File: src/rtl/shift_reg_universal_pkg.sv
// shift_pkg: mode encoding shared by the universal shift register and its bus
package shift_pkg;
  localparam int MODE_W = 2;
  typedef enum logic [MODE_W-1:0] {
    MODE_HOLD = 2'd0,
    MODE_SHR  = 2'd1,
    MODE_SHL  = 2'd2,
    MODE_LOAD = 2'd3
  } mode_t;
endpackage

File: src/rtl/shift_reg_universal_if.sv
// shift_reg_universal_if: control, serial and parallel signals of the universal shift register
interface shift_reg_universal_if #(parameter int WIDTH = 8);
  import shift_pkg::*;
  localparam int CNT_W = $clog2(WIDTH);
  logic en;
  mode_t mode;
  logic sin_msb;
  logic sin_lsb;
  logic [WIDTH-1:0] par_in;
  logic [WIDTH-1:0] par_out;
  logic sout_lsb;
  logic sout_msb;
  logic [CNT_W-1:0] shift_cnt;
  logic frame_done;
  modport master (
    output en, mode, sin_msb, sin_lsb, par_in,
    input par_out, sout_lsb, sout_msb, shift_cnt, frame_done
  );
  modport slave (
    input en, mode, sin_msb, sin_lsb, par_in,
    output par_out, sout_lsb, sout_msb, shift_cnt, frame_done
  );
endinterface

File: src/rtl/shift_reg_universal_frame_counter.sv
// shift_frame_counter: modulo-WIDTH shift counter with sync clear and registered wrap pulse
module shift_frame_counter #(
  parameter int WIDTH = 8,
  parameter int CNT_W = $clog2(WIDTH)
) (
  input  logic             clk,
  input  logic             reset,
  input  logic             clr,
  input  logic             inc,
  output logic [CNT_W-1:0] cnt,
  output logic             done
);
  logic wrap;
  assign wrap = cnt == CNT_W'(WIDTH - 1);
  always_ff @(posedge clk or posedge reset)
    if (reset) begin
      cnt  <= '0;
      done <= 1'b0;
    end else begin
      done <= inc && wrap;
      if (clr) cnt <= '0;
      else if (inc) cnt <= wrap ? '0 : cnt + 1'b1;
    end
endmodule

File: src/rtl/shift_reg_universal.sv
// shift_reg_universal: hold/shift-right/shift-left/load register with frame counter
module shift_reg_universal #(
  parameter int WIDTH = 8
) (
  input logic clk,
  input logic reset,
  shift_reg_universal_if.slave bus
);
  import shift_pkg::*;
  localparam int CNT_W = $clog2(WIDTH);
  logic [WIDTH-1:0] q;
  logic [WIDTH-1:0] nxt;
  logic [CNT_W-1:0] cnt;
  logic done;
  logic shift;
  logic load;
  always_comb
    nxt = bus.mode == MODE_SHR  ? {bus.sin_msb, q[WIDTH-1:1]} :
          bus.mode == MODE_SHL  ? {q[WIDTH-2:0], bus.sin_lsb} :
          bus.mode == MODE_LOAD ? bus.par_in : q;
  always_ff @(posedge clk or posedge reset)
    if (reset) q <= '0;
    else if (bus.en) q <= nxt;
  assign shift = bus.en && (bus.mode == MODE_SHR || bus.mode == MODE_SHL);
  assign load  = bus.en && bus.mode == MODE_LOAD;
  shift_frame_counter #(.WIDTH(WIDTH), .CNT_W(CNT_W)) u_cnt (
    .clk  (clk),
    .reset(reset),
    .clr  (load),
    .inc  (shift),
    .cnt  (cnt),
    .done (done)
  );
  assign bus.par_out    = q;
  assign bus.sout_lsb   = q[0];
  assign bus.sout_msb   = q[WIDTH-1];
  assign bus.shift_cnt  = cnt;
  assign bus.frame_done = done;
endmodule

File: src/flat_wrapper.sv
// flat-port wrapper written by rule: the top's interface ports become plain ports
module shift_reg_universal_flat import shift_pkg::*;
#(
  parameter int WIDTH = 8
)
  (clk, reset, bus_en, bus_mode, bus_sin_msb, bus_sin_lsb, bus_par_in, bus_par_out, bus_sout_lsb, bus_sout_msb, bus_shift_cnt, bus_frame_done);
  shift_reg_universal_if #(.WIDTH(WIDTH)) bus_i ();
  input logic clk;
  input logic reset;
  input wire logic [$bits(bus_i.en)-1:0] bus_en;
  input wire logic [$bits(bus_i.mode)-1:0] bus_mode;
  input wire logic [$bits(bus_i.sin_msb)-1:0] bus_sin_msb;
  input wire logic [$bits(bus_i.sin_lsb)-1:0] bus_sin_lsb;
  input wire logic [$bits(bus_i.par_in)-1:0] bus_par_in;
  output wire logic [$bits(bus_i.par_out)-1:0] bus_par_out;
  output wire logic [$bits(bus_i.sout_lsb)-1:0] bus_sout_lsb;
  output wire logic [$bits(bus_i.sout_msb)-1:0] bus_sout_msb;
  output wire logic [$bits(bus_i.shift_cnt)-1:0] bus_shift_cnt;
  output wire logic [$bits(bus_i.frame_done)-1:0] bus_frame_done;
  assign bus_i.en = bus_en;
  assign bus_i.mode = bus_mode;
  assign bus_i.sin_msb = bus_sin_msb;
  assign bus_i.sin_lsb = bus_sin_lsb;
  assign bus_i.par_in = bus_par_in;
  assign bus_par_out = bus_i.par_out;
  assign bus_sout_lsb = bus_i.sout_lsb;
  assign bus_sout_msb = bus_i.sout_msb;
  assign bus_shift_cnt = bus_i.shift_cnt;
  assign bus_frame_done = bus_i.frame_done;
  shift_reg_universal #(.WIDTH(WIDTH)) u_core (.clk(clk), .reset(reset), .bus(bus_i));
endmodule
File: config.mk
export PLATFORM = sky130hd
export DESIGN_NAME = shift_reg_universal_flat
export DESIGN_NICKNAME = d
export VERILOG_FILES = /design/src/rtl/shift_reg_universal_pkg.sv /design/src/rtl/shift_reg_universal_if.sv /design/src/rtl/shift_reg_universal_frame_counter.sv /design/src/rtl/shift_reg_universal.sv /design/src/flat_wrapper.sv
export SDC_FILE = /design/constraint.sdc
export NUM_CORES = 1
export LEC_CHECK = 0
export CORE_MARGIN = 5
export CORE_UTILIZATION = 42
export DETAILED_ROUTE_END_ITERATION = 8
export PLACE_DENSITY_LB_ADDON = 0.12
export SLEW_MARGIN = 40
export SYNTH_ARGS = -nofsm -noshare
export SYNTH_HDL_FRONTEND = slang
export SYNTH_SLANG_ARGS = --single-unit
File: constraint.sdc
create_clock -name clk -period 1.2 [get_ports clk]
set_input_delay 0.24 -clock clk [delete_from_list [all_inputs] [get_ports clk]]
set_output_delay 0.24 -clock clk [all_outputs]
set_load 0.02 [all_outputs]
==> out/results.ini, run 1 <==
[status]
status = finished clean

[critical_path]
cp-startpoint = bus_mode[1]
ff2ff_setup_slack_ns = 0.06
r2r-end = u_core.bus.par_out[1]$_DFFE_PP0P_
cp_max_fo = 3
crit_type = in2reg
r2r-start = u_core.bus.par_out[0]$_DFFE_PP0P_
start_kind = primary input
reg2reg_depth = 4
cp.required_ns = 1.37
arrival_ns = 1.37
endpoint_kind = register

[synth]
synth_nets = 88
synth_seq_cells = 12
seq_area_frac_synth = 0.400
avgSynthCellArea_um2 = 11.2
synth.distinct_cells = 15
synth_cells = 67
synth_area_um2 = 751
ys.warnings.count = 0

[clocking]
cts_tree = yes
cts_sinks = 12
cts_hold_buf = 0
clk_latency_ns = 0.28
clockBufferDepth = 2
clkTransAtPathRegs_ns = 0.08
cts_root_buffer = clkbuf_4
h-tree-depth = 1
cts_inserted_buffers = 3

[route]
dr_wl_met2_um = 907
drc_errors = 0
wire_per_inst_um = 13.4
wirelength_um = 1850
topRoutingLayerUsed = met4
vias_per_cell = 4.71
first_pass_iters = 4
route.met3.wl_um = 127
met1Wirelength_um = 758
drtIter0Drc = 11
vias = 650
drtAntennaViolNets = 0

[power_and_ir_drop]
power_frac_seq = 0.366
peakVddDrop_uv = 832
p_sw_frac = 0.355
pwr-share-clk = 0.186
switchingPower_mw = 0.522
intPower_mw = 0.948
p_per_area_nw_per_um2 = 1230
pwr-share-comb = 0.448
leakagePower_nw = 0.589

[grt]
first_global_vias = 656
grt_pass1_wl_um = 3020
overflow = 0
grt_usage = 0.155
antenna_found_initial = 0
grt_max_degree = 9

[sta]
setup_viol = 0
rsz0062_at_grt = yes
final.setup_skew_ns = 0.000535
drv_slew = 0
timing.final.crit_period_ns = 1.20
maxSlewHeadroom = 0.851
tightest_slew_ns = 0.223
hold_viol_final = 0
setup-tns-final_ns = 0
finalCritPeriodShare = 0.999
hold_slack_ns = 0.145
timing.fmax_mhz = 834

[die]
die_area_um2 = 2730
initial_utilization = 0.440
core-area_um2 = 1710
die_w_um = 52.3
die_h_um = 52.3
fp-row-count = 15
ios = 29

[placed_design]
place_area_um2 = 1170
gp_congestion = 0.758
numPortBuffers = 28
hpwl_um = 1400
place_inst = 132

[finish]
nFillCells = 132
drive_gt1_frac = 0.469
instances_no_fill = 138
postLayoutCellArea_um2 = 1190
final_common_cell = buf_4
n_antenna_cell = 0
nets = 135
layout_common_cells = buf_4, clkdlybuf4s50_1, dfrtp_1, nand2_1
syn_to_final_growth_pct = 58.8

[min_path]
hold_class = in2async

[job]
max_cap_violations = 0

-- final cells by class --
class / instances / area (um^2) / share of cell area
flip-flops and latches: 12 / 303 / 0.254
well taps: 25 / 31.3 / 0.0262
clock buffers: 4 / 26.3 / 0.0220
repair buffers: 47 / 367 / 0.307
multi-input cells: 47 / 454 / 0.381
inverters: 3 / 11.3 / 0.00944
-- registers in the layout (all words and copies together), names as in the netlist --
name,count
u_core.bus.par_out,8
u_core.u_cnt.cnt,3
u_core.u_cnt.done,1
-- synth_stat cells --
cell      number  area share
nand2_1        9       0.045
mux2i_1        8        0.11
a22o_1         3       0.035
o21ai_0        1      0.0067
ha_1           6        0.10
buf_6          1       0.015
mux2_4         8        0.16
clkbuf_2       1      0.0067
dfrtp_1       12        0.40
inv_1          3       0.015
and3_1         1      0.0083
o21ai_1        8       0.053
nand2b_1       1      0.0083
buf_4          3       0.030
nor2_1         2       0.010
-- worst max path at each step --
stage,endpoint,depth (start not counted)
6_report,u_core.u_cnt.cnt[0]$_DFFE_PP0P_,7
3_5_place_dp,u_core.bus.par_out[1]$_DFFE_PP0P_,6
4_1_cts,u_core.bus.par_out[1]$_DFFE_PP0P_,6
5_1_grt,u_core.u_cnt.cnt[0]$_DFFE_PP0P_,7
2_1_floorplan,u_core.u_cnt.cnt[2]$_DFFE_PP0P_,3
3_3_place_gp,u_core.bus.par_out[1]$_DFFE_PP0P_,6
-- metrics by stage --
stage / total power [mW] / setup slack, ns / util
6_report: 1.47 / 0.00149 / 0.698
5_1_grt: 1.58 / -0.0183 / 0.698
4_1_cts: 1.47 / -0.0105 / 0.713
3_5_place_dp: 1.24 / -0.725 / 0.684
3_3_place_gp: 1.21 / -0.695 / 0.684
2_1_floorplan: 0.872 / 0.000822 / -
-- worst max-delay path: stages --
cell and delay, ns:
clkdlybuf4s15_2 0.20, buf_4 0.11, inv_1 0.07, ha_4 0.28, o21ai_0 0.09, buf_4 0.15
a22o_1 0.23
-- logic make-up (layout without fill, tap and decap cells) --
| logic type | Yosys count | after routing | share of synthesized area |
|---|---|---|---|
| muxes | 16 | 16 | 0.267 |
| and+or+nand+nor | 13 | 13 | 0.0717 |
| DFF | 12 | 12 | 0.400 |
| adders and majority gates | 6 | 6 | 0.100 |
| buffers and inverters | 8 | 54 | 0.0667 |
| AOI/OAI and AO/OA | 12 | 12 | 0.0950 |
-- power by group through the flow --
stage / clock network (mW) / registers, mW / logic [mW]
2_1_floorplan: 0 / 0.648 / 0.224
3_3_place_gp: 0 / 0.538 / 0.676
6_report: 0.273 / 0.539 / 0.658
3_5_place_dp: 0 / 0.544 / 0.692
4_1_cts: 0.276 / 0.536 / 0.654
5_1_grt: 0.316 / 0.554 / 0.712
-- layer usage --
layer	global-route usage	vias up
li1	-	325
met1	0.191	298
met2	0.247	22
met3	0.0256	5
met4	0.102	0
met5	0	-
-- timing repair --
item	4_1_cts	5_1_grt
endpoints found under the hold margin	0	0
gates cloned	0	0
setup endpoints to repair	25	20
pin swaps	1	3
setup buffers	0	2
resized for setup	46	16
Note: power is estimated with default switching activity, not from simulation.
==> inputs of run 2 (changes only) <==
CORE_MARGIN = 4   (was 5)
==> run 2 against run 1 <==
Clock-buffer cell count is the same. Highest routed layer unchanged. Largest power group unchanged. Setup slack improved by 0.028 ns. Register-to-register slack worse by 0.03 ns. Design area shrank 0.94%.
==> out/results.ini, run 2 (synthesis gave the netlist of run 1 again) <==
[status]
status = finished clean  ; unchanged

[grt]
overflow = 0  ; unchanged
antenna_found_initial = 0  ; unchanged
first_global_vias = 641  ; was 656
grt_max_degree = 13  ; was 9
grt_pass1_wl_um = 2820  ; was 3020 um
grt_usage = 0.148  ; was 0.155

[route]
wire_per_inst_um = 12.2  ; was 13.4 um
drtAntennaViolNets = 0  ; unchanged
vias_per_cell = 4.63  ; was 4.71
first_pass_iters = 4  ; unchanged
drtIter0Drc = 3  ; was 11
wirelength_um = 1690  ; was 1850 um
vias = 639  ; was 650
drc_errors = 0  ; unchanged

[finish]
regArea_um2 = 303  ; unchanged
drive_gt1_frac = 0.451  ; was 0.469
multi_input_area_um2 = 428  ; was 454 um^2
largest_reg_flops = 8  ; unchanged
syn_to_final_growth_pct = 57.3  ; was 58.8%
nets = 135  ; unchanged
n_antenna_cell = 0  ; unchanged
nFillCells = 142  ; was 132
postLayoutCellArea_um2 = 1180  ; was 1190 um^2
final_common_cell = buf_4  ; unchanged
layout_common_cells = buf_4, clkdlybuf4s50_1, clkbuf_2, dfrtp_1, nand2_1  ; was buf_4, clkdlybuf4s50_1, dfrtp_1, nand2_1

[sta]
timing.final.crit_period_ns = 1.17  ; was 1.20 ns
rsz0062_at_grt = no  ; was yes
final.setup_skew_ns = 0.00440  ; was 0.000535 ns
maxSlewHeadroom = 0.859  ; was 0.851
hold_viol_final = 0  ; unchanged
finalCritPeriodShare = 0.975  ; was 0.999
tightest_slew_ns = 0.212  ; was 0.223 ns
timing.fmax_mhz = 854  ; was 834 MHz
setup_viol = 0  ; unchanged
drv_slew = 0  ; unchanged

[clocking]
cts_sinks = 12  ; unchanged
cts_inserted_buffers = 3  ; unchanged
clk_latency_ns = 0.27  ; was 0.28 ns
cts_root_buffer = clkbuf_4  ; unchanged
clockBufferDepth = 2  ; unchanged
cts_tree = yes  ; unchanged
clkTransAtPathRegs_ns = 0.08  ; about the same
h-tree-depth = 1  ; unchanged

[power_and_ir_drop]
intPower_mw = 0.996  ; was 0.948 mW
power_frac_seq = 0.357  ; was 0.366
pwr-share-comb = 0.425  ; was 0.448
switchingPower_mw = 0.490  ; was 0.522 mW
pwr-share-clk = 0.218  ; was 0.186
p_per_area_nw_per_um2 = 1260  ; was 1230 nW/um^2
finalPower_mw = 1.49  ; was 1.47 mW
leakagePower_nw = 0.594  ; was 0.589 nW
p_sw_frac = 0.330  ; was 0.355
peakVddDrop_uv = 719  ; was 832 uV

[critical_path]
ff2ff_setup_slack_ns = 0.03  ; was 0.06 ns
arrival_ns = 1.33  ; was 1.37 ns
path_cells = ha_2 > ha_1 > a22o_1  ; was clkdlybuf4s15_2 > buf_4 > inv_1 > ha_4 > o21ai_0 > buf_4 > a22o_1
crit_type = reg2reg  ; was in2reg
cp_max_fo = 4  ; was 3
r2r-end = u_core.u_cnt.cnt[2]$_DFFE_PP0P_  ; was u_core.bus.par_out[1]$_DFFE_PP0P_
start_kind = register  ; was primary input
cp.required_ns = 1.36  ; was 1.37 ns
slowest_delay_ns = 0.43  ; was 0.28 ns
endpoint_kind = register  ; unchanged
critical_path.top_delay_family = adder cells  ; was buffers and inverters
reg2reg_depth = 3  ; was 4
cp_num_buf_inv = 0  ; was 4
slowest_stage = dfrtp_2  ; was ha_4
r2r-start = u_core.u_cnt.cnt[0]$_DFFE_PP0P_  ; was u_core.bus.par_out[0]$_DFFE_PP0P_

[die]
die_h_um = 50.3  ; was 52.3 um
ios = 29  ; unchanged
die_area_um2 = 2530  ; was 2730 um^2
initial_utilization = 0.440  ; unchanged
core-area_um2 = 1710  ; unchanged
fp-row-count = 15  ; unchanged
die_w_um = 50.3  ; was 52.3 um

[placed_design]
hpwl_um = 1320  ; was 1400 um
place_area_um2 = 1180  ; was 1170 um^2
gp_congestion = 0.740  ; was 0.758
numPortBuffers = 28  ; unchanged

[job]
max_cap_violations = 0  ; unchanged

[min_path]
hold_class = in2async  ; unchanged

-- run 2: cell types whose count changed in the layout (fill, tap and decap cells not counted), sizes merged --
cell	before	now
clkbuf	10	15
clkdlybuf4s15	2	3
buf	27	21
-- run 2: what timing repair did --
action                                  4_1_cts  5_1_grt
hold buffers                                  0        0
buffers inserted                              0        1
resized for setup                            35       17
endpoints found under the setup margin       26       21
-- run 2: worst max path at each step --
stage / startpoint / to / cells after the start
2_1_floorplan: u_core.u_cnt.cnt[1]$_DFFE_PP0P_ / u_core.u_cnt.cnt[2]$_DFFE_PP0P_ / 3
3_3_place_gp: bus_mode[1] / u_core.bus.par_out[7]$_DFFE_PP0P_ / 5
3_5_place_dp: bus_mode[1] / u_core.bus.par_out[7]$_DFFE_PP0P_ / 5
4_1_cts: u_core.bus.par_out[0]$_DFFE_PP0P_ / bus_par_out[0] / 1
5_1_grt: u_core.bus.par_out[5]$_DFFE_PP0P_ / bus_par_out[5] / 1
6_report: u_core.u_cnt.cnt[0]$_DFFE_PP0P_ / u_core.u_cnt.cnt[2]$_DFFE_PP0P_ / 3
-- run 2: metal layers --
layer / part of all wire / track usage
met1: 0.46 / 0.180
met2: 0.47 / 0.246
met3: 0.056 / 0.0148
met4: 0.017 / 0.0968
met5: 0 / 0
-- run 2: metrics by stage --
stage	cells	hold slack [ns]	TNS [ns]	worst slack (ns)	util
floorplan	67	0.105	0	0.000822	-
global placement	133	0.444	-7.06	-0.656	0.689
detailed placement	133	0.445	-7.46	-0.696	0.689
CTS	137	0.153	-0.0672	-0.0345	0.719
global route	138	0.192	0	0.000973	0.692
finish	138	0.152	0	0.0294	0.692
-- run 2: cell type report --
type | count | area share
clock buffers | 4 | 0.0307
well taps | 25 | 0.0265
repair buffers | 47 | 0.315
multi-input cells | 47 | 0.362
inverters | 3 | 0.00953
flip-flops and latches | 12 | 0.256
-- run 2: power by group through the flow --
stage / clock (mW) / combinational, mW / sequential, mW
2_1_floorplan: 0 / 0.224 / 0.648
4_1_cts: 0.328 / 0.654 / 0.534
3_3_place_gp: 0 / 0.677 / 0.539
5_1_grt: 0.350 / 0.690 / 0.543
3_5_place_dp: 0 / 0.690 / 0.542
6_report: 0.324 / 0.632 / 0.531
-- run 2: worst register-to-register path, cell delays in order (launching register included) --
cell	delay (ns)
dfrtp_2	0.43
ha_2	0.17
ha_1	0.26
a22o_1	0.20
==> inputs of run 3 (changes only) <==
ABC_AREA = 1   (was unset)
==> run 3 against run 2 <==
Global-route usage up 5.4 points. Clock skew down 0.00099 ns. Sequential power about the same. Sequential cell count unchanged. Register-to-register slack about the same. Critical path depth down 2. First-iteration DRC count rose to 10 times the previous value. Synthesized cell count up 64%. Fmax up 0.12%. Total power up 4.9%. Critical path type is now reg2out. Largest cell class unchanged.
==> out/results.ini, run 3 <==
[finish]
nets = 179  ; was 135
postLayoutCellArea_um2 = 1260  ; was 1180 um^2
final_common_cell = nand2_1  ; was buf_4
layout_common_cells = nand2_1, buf_4, nor2_1, clkdlybuf4s50_1, dfrtp_1  ; was buf_4, clkdlybuf4s50_1, clkbuf_2, dfrtp_1, nand2_1
largest_reg_flops = 8  ; unchanged
n_antenna_cell = 0  ; unchanged
nFillCells = 158  ; was 142
drive_gt1_frac = 0.357  ; was 0.451
syn_to_final_growth_pct = 65.7  ; was 57.3%

[synth]
synth-xor-area-share = 0  ; unchanged
avgSynthCellArea_um2 = 6.93  ; was 11.2 um^2
synth_top_family_by_area = simple AND/OR/NAND/NOR gates  ; was multiplexers
yosys-top-cells-count = nand2_1, nor2_1, dfrtp_1  ; was dfrtp_1, nand2_1, mux2_4, mux2i_1, o21ai_1
yosys_most_used_dff = dfrtp_1  ; unchanged
synth_nets = 131  ; was 88
async_flop_share = 1.00  ; unchanged
yosys-top-cells-area = dfrtp_1, nand2_1, ha_1  ; was dfrtp_1, mux2_4, mux2i_1
muxShareOfSynthArea = 0  ; was 0.267
synth-simple-area-share = 0.409  ; was 0.0717
synth_area_um2 = 762  ; was 751 um^2
synth_adder_area_share = 0.0985  ; was 0.100
yosysMostFrequentCell = nand2_1  ; was dfrtp_1
yosysTopAreaCellShare = 0.394  ; was 0.400
synth-edff-count = 0  ; unchanged
synth_seq_cells = 12  ; unchanged
seq_area_frac_synth = 0.394  ; was 0.400
synth_cells = 110  ; was 67
yosysTopAreaCell = dfrtp_1  ; unchanged
synth.distinct_cells = 14  ; was 15
synth-compound-area-share = 0.00657  ; was 0.0950
ys.warnings.count = 0  ; unchanged

[clocking]
clockBufferDepth = 2  ; unchanged
cts_root_buffer = clkbuf_4  ; unchanged
cts_hold_buf = 0  ; unchanged
h-tree-depth = 1  ; unchanged
clk_latency_ns = 0.28  ; was 0.27 ns
clkTransAtPathRegs_ns = 0.08  ; about the same
cts_inserted_buffers = 3  ; unchanged
cts_sinks = 12  ; unchanged
cts_tree = yes  ; unchanged

[critical_path]
r2r-start = u_core.u_cnt.cnt[1]$_DFFE_PP0P_  ; was u_core.u_cnt.cnt[0]$_DFFE_PP0P_
slowest_stage = dfrtp_1  ; was dfrtp_2
path_cells = clkdlybuf4s15_2  ; was ha_2 > ha_1 > a22o_1
cp_num_buf_inv = 1  ; was 0
cp_max_fo = 2  ; was 4
cp-startpoint = u_core.bus.par_out[3]$_DFFE_PP0P_  ; was u_core.u_cnt.cnt[0]$_DFFE_PP0P_
r2r-end = u_core.u_cnt.cnt[0]$_DFFE_PP0P_  ; was u_core.u_cnt.cnt[2]$_DFFE_PP0P_
reg2reg_depth = 6  ; was 3
endpoint_kind = output pin  ; was register
cp_num_cells = 1  ; was 3
critical_path.top_delay_family = flip-flops  ; was adder cells
ff2ff_setup_slack_ns = 0.04  ; was 0.03 ns
crit_type = reg2out  ; was reg2reg
start_kind = register  ; unchanged
crit_path_end = bus_par_out[3]  ; was u_core.u_cnt.cnt[2]$_DFFE_PP0P_
arrival_ns = 0.93  ; was 1.33 ns
slowest_delay_ns = 0.39  ; was 0.43 ns
cp.required_ns = 0.96  ; was 1.36 ns

[grt]
grt_pass1_wl_um = 3860  ; was 2820 um
grt_max_degree = 13  ; unchanged
grt_usage = 0.202  ; was 0.148
first_global_vias = 906  ; was 641
antenna_found_initial = 0  ; unchanged
overflow = 0  ; unchanged

[sta]
final.setup_skew_ns = 0.00341  ; was 0.00440 ns
worst_slack_ns = 0.0309  ; was 0.0294 ns
timing.final.crit_period_ns = 1.17  ; about the same
hold_slack_ns = 0.253  ; was 0.152 ns
drv_slew = 0  ; unchanged
timing.fmax_mhz = 855  ; was 854 MHz
maxSlewHeadroom = 0.857  ; was 0.859
rsz0062_at_grt = no  ; unchanged
setup_viol = 0  ; unchanged
finalCritPeriodShare = 0.974  ; was 0.975
hold_viol_final = 0  ; unchanged
tightest_slew_ns = 0.213  ; was 0.212 ns
setup-tns-final_ns = 0  ; unchanged

[power_and_ir_drop]
leakagePower_nw = 0.665  ; was 0.594 nW
peakVddDrop_uv = 817  ; was 719 uV
finalPower_mw = 1.56  ; was 1.49 mW
p_per_area_nw_per_um2 = 1240  ; was 1260 nW/um^2

[placed_design]
dp_slack_ns = -0.539  ; was -0.696 ns
gp_congestion = 0.732  ; was 0.740
numPortBuffers = 28  ; unchanged
place_area_um2 = 1160  ; was 1180 um^2
hpwl_um = 1520  ; was 1320 um

[job]
max_cap_violations = 0  ; unchanged

[route]
wirelength_um = 2330  ; was 1690 um
wire_per_inst_um = 12.8  ; was 12.2 um
dr_wl_met2_um = 1270  ; was 786 um
route.met3.wl_um = 134  ; was 95 um
drtIter0Drc = 30  ; was 3
first_pass_iters = 4  ; unchanged
vias_per_cell = 4.76  ; was 4.63
met1Wirelength_um = 884  ; was 778 um
vias = 866  ; was 639
drc_errors = 0  ; unchanged
drtAntennaViolNets = 0  ; unchanged
topRoutingLayerUsed = met4  ; unchanged

[die]
die_area_um2 = 2560  ; was 2530 um^2
fp-row-count = 15  ; unchanged
die_w_um = 50.6  ; was 50.3 um
die_h_um = 50.6  ; was 50.3 um
core-area_um2 = 1730  ; was 1710 um^2
ios = 29  ; unchanged
initial_utilization = 0.441  ; was 0.440

[status]
status = finished clean  ; unchanged

[min_path]
hold_class = in2async  ; unchanged

==> run 3: cell types whose count changed in the layout (fill, tap and decap cells not counted), moves of 4 or more <==
cell and change:
nor2_2 +6, buf_2 +4, mux2_4 -8, clkbuf_2 -7, nand3_1 +10, nor2_1 +10
mux2i_1 -8, o21ai_1 -8, nand2_1 +38
==> run 3: cell families (layout without fill, tap and decap cells) <==
kind of cell / after synthesis / after routing
flip-flops: 12 / 12
buffers and inverters: 14 / 60
AO/OA/AOI/OAI: 1 / 1
adder cells (fa/ha/maj): 6 / 6
AND/OR/NAND/NOR: 77 / 78
==> run 3: per-layer routing <==
metal / GRT usage / vias to the layer above
met1: 0.200 / 404
met5: 0 / -
met3: 0.0534 / 7
met4: 0.0762 / 0
met2: 0.391 / 27
li1: - / 428
==> run 3: final cells by class <==
class / count / area, um^2 / share of cell area
well taps: 25 / 31.3 / 0.0248
repair buffers: 46 / 372 / 0.294
multi-input cells: 85 / 479 / 0.380
clock buffers: 4 / 36.3 / 0.0287
flip-flops and latches: 12 / 300 / 0.238
repair inverters: 1 / 7.51 / 0.00595
inverters: 9 / 36.3 / 0.0287
==> run 3: metrics by stage <==
stage,cells,util
2_1_floorplan,110,-
3_3_place_gp,175,0.675
3_5_place_dp,175,0.675
4_1_cts,182,0.754
5_1_grt,182,0.731
6_report,182,0.731
==> run 3: timing repair <==
item,CTS,global route
setup buffers,1,0
resized for setup,59,12
cloned,2,0
endpoints found under the setup margin,25,14
pin swaps,5,1
==> run 3: worst min-delay path by stage <==
stage               startpoint                                 to  slack (ns)  cells after the start
floorplan                reset  u_core.bus.par_out[0]$_DFFE_PP0P_        0.10                      1
global placement         reset        u_core.u_cnt.done$_DFF_PP0_        0.54                      3
detailed placement       reset        u_core.u_cnt.done$_DFF_PP0_        0.55                      3
CTS                      reset    u_core.u_cnt.cnt[0]$_DFFE_PP0P_        0.25                      3
global route             reset    u_core.u_cnt.cnt[2]$_DFFE_PP0P_        0.26                      3
finish                   reset    u_core.u_cnt.cnt[0]$_DFFE_PP0P_        0.25                      3
==> run 3: report_power, final <==
| part | switching (mW) | total, mW | leakage, nW | internal [mW] |
|---|---|---|---|---|
| combinational | 0.368 | 0.701 | 0.492 | 0.333 |
| clock | 0.144 | 0.329 | 0.0210 | 0.185 |
| sequential | 0.0543 | 0.530 | 0.152 | 0.475 |
